--- src/rtl/pipe_stage_skid_reg.sv ---
// pipe_stage_skid_reg
// Handshaked pipeline-stage register placed between two pipeline stages.
// With SKID_EN=1 it holds up to two entries (main + skid) so that up_ready
// comes straight from a flop and the downstream stall path is cut. With
// SKID_EN=0 it is a single register with a combinational up_ready.
// Flush empties the stage and restores BUBBLE_DATA. Two saturating counters
// record stall and bubble cycles.
//
// Handshake: a transfer happens on a rising edge where valid && ready.
// Once dn_valid is high it stays high until dn_ready is seen, except on
// flush or reset. dn_data is stable while dn_valid && !dn_ready.
//
// Ports:
//   clk        rising-edge clock
//   rst        asynchronous active-high reset
//   flush      squash all held entries this cycle
//   up_valid   upstream payload valid
//   up_ready   stage can accept a payload
//   up_data    upstream payload
//   dn_valid   head entry valid
//   dn_ready   downstream accepts
//   dn_data    head payload, BUBBLE_DATA when !dn_valid
//   occupancy  number of held entries (0..2)
//   stall_cnt  cycles with dn_valid && !dn_ready (saturating)
//   bubble_cnt cycles with dn_ready && !dn_valid (saturating)
//   clr_cnt    synchronous clear of both counters
module pipe_stage_skid_reg #(
    parameter int unsigned       DATA_W      = 256,
    parameter bit                SKID_EN     = 1'b1,
    parameter logic [DATA_W-1:0] BUBBLE_DATA = {DATA_W{1'b0}},
    parameter int unsigned       CNT_W       = 32
) (
    input  logic              clk,
    input  logic              rst,
    input  logic              flush,
    input  logic              up_valid,
    output logic              up_ready,
    input  logic [DATA_W-1:0] up_data,
    output logic              dn_valid,
    input  logic              dn_ready,
    output logic [DATA_W-1:0] dn_data,
    output logic [1:0]        occupancy,
    output logic [CNT_W-1:0]  stall_cnt,
    output logic [CNT_W-1:0]  bubble_cnt,
    input  logic              clr_cnt
);

    // Encoding equals the number of held entries, so occupancy is the state.
    typedef enum logic [1:0] {
        EMPTY = 2'd0,
        ONE   = 2'd1,
        FULL  = 2'd2
    } state_t;

    state_t            state;
    state_t            state_nxt;
    logic [DATA_W-1:0] main_q;
    logic [DATA_W-1:0] main_nxt;
    logic [DATA_W-1:0] skid_q;
    logic [DATA_W-1:0] skid_nxt;
    logic              full_q;
    logic              up_fire;
    logic              dn_fire;

    // With the skid enabled up_ready is a pure flop output; without it the
    // single register may refill in the same cycle it drains.
    assign up_ready = SKID_EN ? !full_q : (!dn_valid || dn_ready);
    assign up_fire  = up_valid && up_ready;
    assign dn_fire  = dn_valid && dn_ready;

    // State register
    always_ff @(posedge clk or posedge rst) begin
        if (rst) begin
            state  <= EMPTY;
            main_q <= BUBBLE_DATA;
            skid_q <= BUBBLE_DATA;
            full_q <= 1'b0;
        end else begin
            state  <= state_nxt;
            main_q <= main_nxt;
            skid_q <= skid_nxt;
            full_q <= (state_nxt == FULL);
        end
    end

    // Next-state logic; flush overrides every transition and discards any
    // payload fired into the stage in the same cycle.
    always_comb begin
        state_nxt = state;
        main_nxt  = main_q;
        skid_nxt  = skid_q;
        if (flush) begin
            state_nxt = EMPTY;
            main_nxt  = BUBBLE_DATA;
            skid_nxt  = BUBBLE_DATA;
        end else begin
            case (state)
                EMPTY: begin
                    if (up_fire) begin
                        state_nxt = ONE;
                        main_nxt  = up_data;
                    end
                end
                ONE: begin
                    if (up_fire && dn_fire) begin
                        main_nxt = up_data;
                    end else if (up_fire) begin
                        // Only reachable with SKID_EN=1.
                        state_nxt = FULL;
                        skid_nxt  = up_data;
                    end else if (dn_fire) begin
                        state_nxt = EMPTY;
                        main_nxt  = BUBBLE_DATA;
                    end
                end
                FULL: begin
                    // up_ready is low here, so only a drain can happen.
                    if (dn_fire) begin
                        state_nxt = ONE;
                        main_nxt  = skid_q;
                        skid_nxt  = BUBBLE_DATA;
                    end
                end
                default: begin
                    state_nxt = EMPTY;
                    main_nxt  = BUBBLE_DATA;
                    skid_nxt  = BUBBLE_DATA;
                end
            endcase
        end
    end

    // Outputs; the mux keeps dn_data at the bubble payload whenever empty.
    always_comb begin
        dn_valid  = (state != EMPTY);
        dn_data   = dn_valid ? main_q : BUBBLE_DATA;
        occupancy = state;
    end

    // Saturating performance counters; clear wins over increment.
    always_ff @(posedge clk or posedge rst) begin
        if (rst) begin
            stall_cnt  <= '0;
            bubble_cnt <= '0;
        end else if (clr_cnt) begin
            stall_cnt  <= '0;
            bubble_cnt <= '0;
        end else begin
            if (dn_valid && !dn_ready && (stall_cnt != {CNT_W{1'b1}})) begin
                stall_cnt <= stall_cnt + 1'b1;
            end
            if (dn_ready && !dn_valid && (bubble_cnt != {CNT_W{1'b1}})) begin
                bubble_cnt <= bubble_cnt + 1'b1;
            end
        end
    end

endmodule

--- config.mk ---
export PLATFORM = sky130hd
export DESIGN_NAME = pipe_stage_skid_reg
export DESIGN_NICKNAME = d
export VERILOG_FILES = /design/src/rtl/pipe_stage_skid_reg.sv
export SDC_FILE = /design/constraint.sdc
export NUM_CORES = 2
export LEC_CHECK = 0
export ABC_AREA = 1
export BUFFER_PORTS_ARGS = -buffer_cell sky130_fd_sc_hd__buf_4
export CORE_ASPECT_RATIO = 1.25
export CORE_MARGIN = 2
export CORE_UTILIZATION = 40
export CTS_CLUSTER_DIAMETER = 30
export DETAILED_ROUTE_END_ITERATION = 8
export RECOVER_POWER = 25
export REMOVE_ABC_BUFFERS = 1
export SKIP_LAST_GASP = 1
export SYNTH_ARGS = -nofsm -noshare
export SYNTH_HDL_FRONTEND = slang
export SYNTH_SLANG_ARGS = --single-unit
--- constraint.sdc ---
create_clock -name clk -period 17.8 [get_ports clk]
set_input_delay 1.78 -clock clk [delete_from_list [all_inputs] [get_ports clk]]
set_output_delay 1.78 -clock clk [all_outputs]
set_load 0.02 [all_outputs]
==> flow_metrics.py <==
metrics = {
    "status": {
        "status": "complete, but fails checks",
        "violations": "capacitance limit, slew limit",
    },
    "floorplanning": {
        "num_rows": 112,
        "die_width_um": 249.0,
        "ios": 586,
        "start_util_pct": 40.32,
        "fp.dieH_um": 310.2,
        "core_area_mm2": 0.07441,
        "fp.dieArea_mm2": 0.07723,
    },
    "worst_setup_path": {
        "crit_chain": "clkbuf_1, nor3_1, clkbuf_1, buf_4, nand3_1, o21ai_1",
        "critical_path_arrival_ns": 10.52,
        "path_max_fanout": 171,
        "cp_slowest_cell": "clkbuf_1",
        "critPathLaunchType": "primary input",
        "worst-path-buf-inv": 3,
        "path_common_cell": "clkbuf_1",
        "required_ns": 18.40,
        "crit_path_end_kind": "register",
        "critPathTopFamily": "buffers and inverters",
        "crit_type": "primary input to register",
        "critPathMaxStageDelay_ns": 6.30,
    },
    "global_route": {
        "grt_pass1_wl_um": 152200,
        "gr-total-overflow": 0,
        "gr-usage-met3_pct": 6.542,
        "met2_usage_pct": 40.08,
        "grt_pass1_vias": 27180,
        "top_usage_layer": "met2",
        "antenna_found_initial": 22,
        "grt_use_met1_pct": 31.27,
        "grt_max_degree": 251,
        "track_usage_pct": 24.82,
    },
    "clock_tree": {
        "holdBufCountCts": 0,
        "cts.sinks": 579,
        "htreeDepth": 4,
        "clk_latency_ns": 0.71,
        "cts.path.max_buffers": 3,
        "post_cts_buffers": 0,
        "clk_pin_slew_ns": 0.04,
        "ctsResizeCount": 0,
        "cts_made_buffers": 136,
        "cts_root_buf": "clkbuf_16",
        "cts_tree": "built",
    },
    "logic_synthesis": {
        "synthFlopType": "dfrtp_1",
        "netlist_area_mm2": 0.03000,
        "yosys_warnings": 0,
        "avgSynthCellArea_um2": 7.000,
        "synth-seq-cells": 579,
        "async_flop_share_pct": 100.0,
        "seq_area_frac_synth_pct": 48.29,
        "synth_edf_count": 0,
        "synthCells": 4286,
        "synthDistinctLibCells": 33,
    },
    "timing": {
        "worstMarginPinSlew_ns": 9.255,
        "drv_slew": 640,
        "post-route-period-util_pct": 55.71,
        "rsz0062_at_grt": "no",
        "fin_worst_skew_ns": 0.02410,
        "hold_viol": 0,
        "slew_headroom_pct": -517.0,
        "max_freq_mhz": 100.8,
        "fin_crit_ns": 9.917,
        "setup_viol": 0,
    },
    "route": {
        "vias_per_cell": 4.792,
        "post_drt_wl_per_cell_um": 16.35,
        "num_vias": 28200,
        "dr.first_iter.drc_count": 2097,
        "wl_um": 96250,
        "detail-route-antenna-nets": 0,
        "drc_errors": 0,
        "dr.pass1.iters": 5,
    },
    "pwr": {
        "powerDensity_mw_per_mm2": 115.8,
        "ir_drop_mv": 0.1050,
        "leakage_nw": 20.10,
    },
    "placement": {
        "port_buffers": 585,
        "dp.cells": 5626,
        "placed_area_mm2": 0.03484,
        "dp_hpwl_um": 59380,
        "gp_congestion": 0.8788,
    },
    "layout": {
        "drive_above_1_share_pct": 17.51,
        "fin_nets": 5059,
        "synthToLayoutAreaGrowth_pct": 32.39,
        "stdcell_area_mm2": 0.03972,
        "fin_cells": 5886,
    },
    "hold_path": {
        "hold_class": "register to register",
    },
    "run": {
        "maxCapViolations": 8,
    },
}
## registers in the layout, indices dropped and copies added (netlist names)
register    count
bubble_cnt     32
main_q        256
stall_cnt      32
full_q          1
skid_q        256
occupancy       2
## report_power, final
group          internal [mW]  switching, mW
clock                   1.86          0.810
combinational          0.152          0.322
sequential              1.41         0.0483
## worst paths after layout
| check | startpoint | end | slack [ns] | cells after the start |
|---|---|---|---|---|
| max in group asynchronous | rst | stall_cnt[19]$_DFFE_PP0P_ | 9.35 | 3 |
| min in group asynchronous | rst | main_q[119]$_DFFE_PP0P_ | 2.74 | 2 |
| setup / recovery | flush | skid_q[176]$_DFFE_PP0P_ | 7.88 | 6 |
| hold / removal | main_q[224]$_DFFE_PP0P_ | main_q[224]$_DFFE_PP0P_ | 0.47 | 2 |
| setup reg to reg | occupancy[0]$_DFF_PP0_ | skid_q[176]$_DFFE_PP0P_ | 8.60 | 6 |
| hold reg to reg | main_q[224]$_DFFE_PP0P_ | main_q[224]$_DFFE_PP0P_ | 0.47 | 2 |
## stage by stage
step / util [%] / worst slack [ns] / hold WS [ns] / TNS (ns) / total power [mW]
floorplan: - / -0.1795 / 0.4489 / -103.92 / 1.752
global placement: 46.83 / 12.51 / 0.4621 / 0 / 1.947
detailed placement: 46.83 / 12.47 / 0.4647 / 0 / 1.951
CTS: 53.44 / 12.57 / 0.4770 / 0 / 4.649
global route: 53.37 / 7.263 / 0.4868 / 0 / 4.785
finish: 53.38 / 7.883 / 0.4726 / 0 / 4.600
## worst reg2reg max path: cells and delay by family, from the launching register on
| kind | cells | cell delay [ns] |
|---|---|---|
| DFF | 1 | 0.42 |
| AOI/OAI and AO/OA | 1 | 0.13 |
| buffers and inverters | 3 | 8.00 |
| and+or+nand+nor | 2 | 0.54 |
## logic make-up after synthesis
kind of cell,after synthesis,synth area share [%]
AND/OR/NAND/NOR,2096,28.26
AO/OA/AOI/OAI,526,8.929
buffers and inverters,1063,13.85
XOR/XNOR,20,0.5839
flip-flops,579,48.29
adder cells (fa/ha/maj),2,0.08339
## layout by cell type (no fill, tap or decap), types with 7 or more instances in the layout
cell type,instances
nand3_1,312
dfrtp_1,579
o21ai_1,66
clkbuf_16,139
clkbuf_8,17
buf_4,595
nand2_1,1338
o211ai_1,9
nand4_1,39
clkinvlp_4,9
xor2_1,14
nand2_2,7
bufinv_16,25
clkbuf_1,29
clkinv_2,19
or2_2,8
inv_1,815
o21ai_0,443
diode_2,17
nor2_1,380
## cells in the mapped netlist, types with 2 or more instances
master / number / area (µm²)
a21oi_2: 3 / 26.28
buf_1: 21 / 78.83
buf_2: 109 / 545.5
buf_4: 3 / 22.52
buf_6: 2 / 22.52
clkbuf_1: 104 / 390.4
clkinv_2: 2 / 10.01
dfrtp_1: 579 / 14490
ha_1: 2 / 25.02
inv_1: 817 / 3067
inv_2: 5 / 18.77
nand2_1: 1336 / 5015
nand2_2: 7 / 43.79
nand2_4: 2 / 22.52
nand3_1: 312 / 1562
nand3b_1: 2 / 15.01
nand4_1: 39 / 244.0
nor2_1: 379 / 1423
nor2_2: 2 / 12.51
nor2_4: 6 / 67.56
o211ai_1: 9 / 67.56
o21ai_0: 443 / 2217
o21ai_1: 66 / 330.3
o21bai_1: 2 / 15.01
or2_2: 8 / 50.05
xnor2_1: 6 / 52.55
xor2_1: 14 / 122.6
## metal layers
| layer | wire length (µm) | vias up |
|---|---|---|
| met5 | 103 | - |
| met4 | 3241 | 14 |
| met3 | 6424 | 185 |
| met2 | 46000 | 810 |
| met1 | 40480 | 13220 |
| li1 | - | 13970 |
## cell type report
cell class | instances | area (µm²)
antenna | 17 | 42.54
clock buffer | 175 | 3784
clock inverter | 68 | 1137
fill | 7310 | 34690
inverter | 824 | 3104
multi-input combinational | 2644 | 11360
sequential | 579 | 14490
tap | 969 | 1212
timing repair buffer | 610 | 4592
No activity file was read; power rests on OpenSTA's default activity.
